`src/rtl/bus_arbiter.sv`:
```
// Round-robin arbiter driving one requester's byte onto the shared register-bank bus
// and pulsing the matching register load strobe. Optional burst locking via `ARB_LOCK_EN.
module bus_arbiter #(
    parameter int NREQ      = 4,
    parameter int NDST      = 4,
    parameter int W         = 8,
    parameter int MAX_BURST = 8,
    localparam int DW       = (NDST > 1) ? $clog2(NDST) : 1
) (
    input  logic                 clk,
    input  logic                 clr_n,
    input  logic [NREQ-1:0]      req,
    input  logic [NREQ*DW-1:0]   dst,
    input  logic [NREQ*W-1:0]    data,
`ifdef ARB_LOCK_EN
    input  logic [NREQ-1:0]      lock,
`endif
    output logic [NREQ-1:0]      gnt,
    output logic [W-1:0]         bus,
    output logic [NDST-1:0]      load,
    output logic                 busy,
    output logic                 err
);

    localparam int PW = $clog2(NREQ);

    typedef enum logic {IDLE, XFER} state_t;

    state_t          state;
    logic [PW-1:0]   ptr;
    logic [PW-1:0]   win;
    logic [PW-1:0]   pick;
    logic            any_req;
    int              idx;
    logic [PW-1:0]   sel;
    logic [DW-1:0]   sel_dst;
    logic [W-1:0]    sel_data;
    logic            sel_bad;
    logic [NDST-1:0] sel_load;
    logic [NREQ-1:0] sel_gnt;
    logic            extend;

    // Scan downward from the farthest slot so the nearest set bit at or after ptr wins.
    always_comb begin
        // NOTE: every combinational output gets a default first, so no path leaves it unassigned (no latch).
        pick    = ptr;
        any_req = 1'b0;
        idx     = 0;
        for (int k = NREQ - 1; k >= 0; k--) begin
            idx = int'(ptr) + k;
            if (idx >= NREQ) idx = idx - NREQ;
            if (req[idx]) begin
                pick    = PW'(idx);
                any_req = 1'b1;
            end
        end
    end

    // In IDLE the candidate is the fresh winner; in XFER it is the held owner (burst resample).
    always_comb begin
        sel      = (state == IDLE) ? pick : win;
        sel_dst  = dst[int'(sel)*DW +: DW];
        sel_data = data[int'(sel)*W +: W];
        sel_bad  = int'(sel_dst) >= NDST;
        sel_load = '0;
        for (int i = 0; i < NDST; i++) sel_load[i] = (int'(sel_dst) == i);
        sel_gnt  = '0;
        for (int i = 0; i < NREQ; i++) sel_gnt[i] = (int'(sel) == i);
    end

`ifdef ARB_LOCK_EN
    localparam int CW = $clog2(MAX_BURST + 1);
    logic [CW-1:0] count;
    assign extend = lock[win] && req[win] && (int'(count) < MAX_BURST - 1);
`else
    assign extend = 1'b0;
`endif

    always_ff @(posedge clk or negedge clr_n) begin
        if (!clr_n) begin
            // NOTE: state uses non-blocking assignments so every register samples pre-edge values.
            state <= IDLE;
            gnt   <= '0;
            bus   <= '0;
            load  <= '0;
            busy  <= 1'b0;
            err   <= 1'b0;
            ptr   <= '0;
            win   <= '0;
`ifdef ARB_LOCK_EN
            count <= '0;
`endif
        end else begin
            case (state)
                IDLE: begin
                    if (any_req) begin
                        win   <= pick;
                        gnt   <= sel_gnt;
                        bus   <= sel_data;
                        load  <= sel_load;
                        err   <= sel_bad;
                        busy  <= 1'b1;
                        state <= XFER;
`ifdef ARB_LOCK_EN
                        count <= '0;
`endif
                    end else begin
                        gnt  <= '0;
                        bus  <= '0;
                        load <= '0;
                        err  <= 1'b0;
                        busy <= 1'b0;
                    end
                end
                XFER: begin
                    if (extend) begin
                        bus  <= sel_data;
                        load <= sel_load;
                        err  <= sel_bad;
`ifdef ARB_LOCK_EN
                        count <= count + 1'b1;
`endif
                    end else begin
                        gnt   <= '0;
                        bus   <= '0;
                        load  <= '0;
                        err   <= 1'b0;
                        busy  <= 1'b0;
                        ptr   <= (int'(win) == NREQ - 1) ? '0 : win + 1'b1;
                        state <= IDLE;
`ifdef ARB_LOCK_EN
                        count <= '0;
`endif
                    end
                end
                default: state <= IDLE;
            endcase
        end
    end

endmodule

```
`config.mk`:
```
export PLATFORM = sky130hd
export DESIGN_NAME = bus_arbiter
export DESIGN_NICKNAME = d
export VERILOG_FILES = /design/src/rtl/bus_arbiter.sv
export SDC_FILE = /design/constraint.sdc
export NUM_CORES = 1
export LEC_CHECK = 0
export ABC_AREA = 1
export BUFFER_PORTS_ARGS = -buffer_cell sky130_fd_sc_hd__buf_2
export CAP_MARGIN = 5
export CORE_ASPECT_RATIO = 0.7
export CORE_MARGIN = 2
export CORE_UTILIZATION = 30
export DETAILED_ROUTE_END_ITERATION = 16
export PLACE_DENSITY = 0.66
export SLEW_MARGIN = 20
export SYNTH_ARGS = -nofsm -noshare
export SYNTH_HDL_FRONTEND = slang
export SYNTH_SLANG_ARGS = --single-unit
```
`constraint.sdc`:
```
create_clock -name clk -period 1.7 [get_ports clk]
set_clock_uncertainty 0.05 [all_clocks]
set_input_delay 0.17 -clock clk [delete_from_list [all_inputs] [get_ports clk]]
set_output_delay 0.17 -clock clk [all_outputs]
set_load 0.05 [all_outputs]
```
==> qor.yml <==
routing:
  drt-total-wl_um: 4490
  viasPerCell: 4.74
  drtIter0Drc: 55
  ant_nets: 0
  routedWlPerCell_um: 12.9
  first_pass_iters: 4
  num_vias: 1648
  drc: 0
timing:
  fmax_ghz: 0.488
  fin_crit_sh_pct: 121
  fin_ws_ns: -0.351
  hold_slack_ns: 0.196
  post-route-min-period_ns: 2.05
  rsz0062_at_grt: "yes"
  setup_viol: 19
  hold_violations: 0
  slew_viol_final: 0
clock_network:
  clk_pin_slew_ns: 0.08
  clock_path_buffers: 2
  cts_max_level: 1
  clk_latency_ns: 0.26
  cts_made_buffers: 3
  cts_sinks: 21
  cts_root_buffer: "clkbuf_8"
  cts_tree: "built"
logic_synthesis:
  synth-seq-cells: 21
  netlist_area_mm2: 0.00146
  yosysSeqAreaShare_pct: 36.1
  yosysMostFrequentCell: "nand2_1"
  async_flop_share_pct: 100
  syn_nets: 244
  synth_area_per_cell_um2: 7.40
  yosysTopAreaCell: "dfrtp_1"
  yosys-top-cells-count: "54 x nand2_1, 47 x nand3_1, 21 x dfrtp_1, 14 x inv_1, 9 x nand2_2"
  synth_edf_count: 0
  syn_inst: 197
  yosys.cell_types.count: 26
  synth_top_area_share_pct: 36.1
  yosys-top-cells-area: "dfrtp_1 36%, nand3_1 16%, nand2_1 14%, buf_6 3.9%, nand2_2 3.9%"
  yosysWarnings: 0
  ys.flop_type: "dfrtp_1"
place:
  dp.cells: 331
  dp_hpwl_um: 3190
  routabilityCongestion: 0.842
  place_area_mm2: 0.00208
  port_buffers: 62
floorplan:
  core_area_mm2: 0.00473
  die_x_um: 87.3
  io_pins: 64
  dieArea_mm2: 0.00544
  start_util_pct: 30.8
  rows: 21
  die_y_um: 62.3
cells_and_area:
  fin_cells: 348
  fin_util_pct: 50.7
  fin_area_mm2: 0.00240
  fillers: 441
  nNetsFinal: 339
  syn2layout_area_growth_pct: 64.5
  n_antenna_cell: 0
  drive_gt1_share_pct: 57.0
run_status:
  status: "finished, violations left"
  violations: "negative setup slack"
critical_path:
  crit_path_end: "bus[0]"
  r2r_end: "bus[0]"
  cp-end-kind: "register"
  rr_startpoint: "ptr[1]"
  crit_start: "ptr[1]"
  startpoint_type: "register"
  reg2reg_setup_slack_ns: -0.35
  criticalPathCategory: "reg2reg"
  r2r_cells: 15
  crit_arrival_ns: 2.16
  crit_required_ns: 1.81
  cp_max_fo: 11
power:
  power_mw: 6.49
  p_per_area_mw_per_mm2: 2710
  ir_worst_vdd_mv: 0.915
  p_leak_nw: 1.30
global_route:
  antenna_found_initial: 0
  gr-total-overflow: 0
  grt_use_total_pct: 14.5
  grt_pass1_vias: 1441
  grt_pass1_wl_um: 6320
  grt_max_degree: 23
run:
  drv_cap: 0
hold_path:
  hold_path.class: "in2reg"
area by class of cell:
type,instances,area (µm²),share of cell area (%)
multi-input cells,146,946,39.5
repair buffers,102,721,30.1
flip-flops and latches,21,528,22.0
inverters,18,82.6,3.44
well taps,57,71.3,2.97
clock buffers,3,41.3,1.72
clock inverters,1,7.51,0.313
report_power, final:
part / internal, mW / total, mW / switching (mW)
clock: 0.165 / 0.332 / 0.166
combinational: 2.37 / 5.36 / 3.00
sequential: 0.720 / 0.795 / 0.0752
sequential cells by signal, summed over array words and instances, names as in the netlist:
signal  count
bus         8
gnt         4
load        4
ptr         2
win         2
state       1
how the worst min path moves through the flow:
stage / startpoint / to / slack [ns] / depth (start not counted)
floorplan: clr_n / bus[0] / -0.18 / 0
global placement: clr_n / bus[6] / 0.1 / 1
detailed placement: clr_n / bus[6] / 0.10 / 1
CTS: data[2] / bus[2] / 0.19 / 4
global route: data[2] / bus[2] / 0.20 / 4
finish: data[2] / bus[2] / 0.20 / 4
per-layer routing:
layer	share of wire, %	global-route usage, %	vias to the layer above
li1	-	-	829
met1	47	20.2	745
met2	46	22.4	64
met3	5.3	3.99	10
met4	1.8	3.27	0
met5	0	0	-
cell usage in the layout (no fill, tap or decap), types with 2 or more instances in the layout:
master / instances
buf_2: 62
nand2_1: 37
nand3_1: 35
buf_4: 27
nand2_2: 19
dfrtp_1: 19
nand3_2: 17
inv_1: 13
nand2_4: 7
and3_1: 7
buf_6: 6
nor2_1: 5
buf_12: 4
inv_2: 3
clkbuf_8: 3
o21ai_4: 2
nor4_2: 2
nor2_2: 2
nand3b_1: 2
o21ai_1: 2
clkbuf_16: 2
dfrtp_2: 2
timing repair:
action | 4_1_cts | 5_1_grt
hold buffers | 1 | 0
buffers inserted | 1 | 8
setup endpoints to repair | 19 | 19
gates resized for setup | 6 | 32
gates cloned | 0 | 3
pin swaps | 0 | 20
hold endpoints to repair | 21 | 0
cell families after synthesis:
kind of cell	count (synthesis)	synth area share, %
fa+ha+maj	1	0.858
flops	21	36.1
buf+inv	30	11.8
other cells	1	0.257
compound gates	7	3.78
simple gates	137	47.3
worst max-delay path, stage by stage (launching register included):
cell,delay [ns]
dfrtp_1,0.43
buf_4,0.17
nand2_1,0.11
nand2_4,0.07
nand2_2,0.08
nand2_2,0.06
inv_2,0.07
nand2_2,0.07
nand2_2,0.07
nand2_2,0.07
nand3_4,0.15
nand2_8,0.11
buf_12,0.15
nand2_1,0.05
nand3_1,0.07
and3_1,0.16
through the flow:
step                setup TNS [ns]  worst slack, ns
detailed placement           -5.61           -0.365
global placement             -4.82           -0.311
CTS                          -3.29           -0.249
floorplan                   -0.678          -0.0604
global route                 -7.03           -0.468
finish                       -5.35           -0.351
Note: power is estimated with default switching activity, not from simulation.
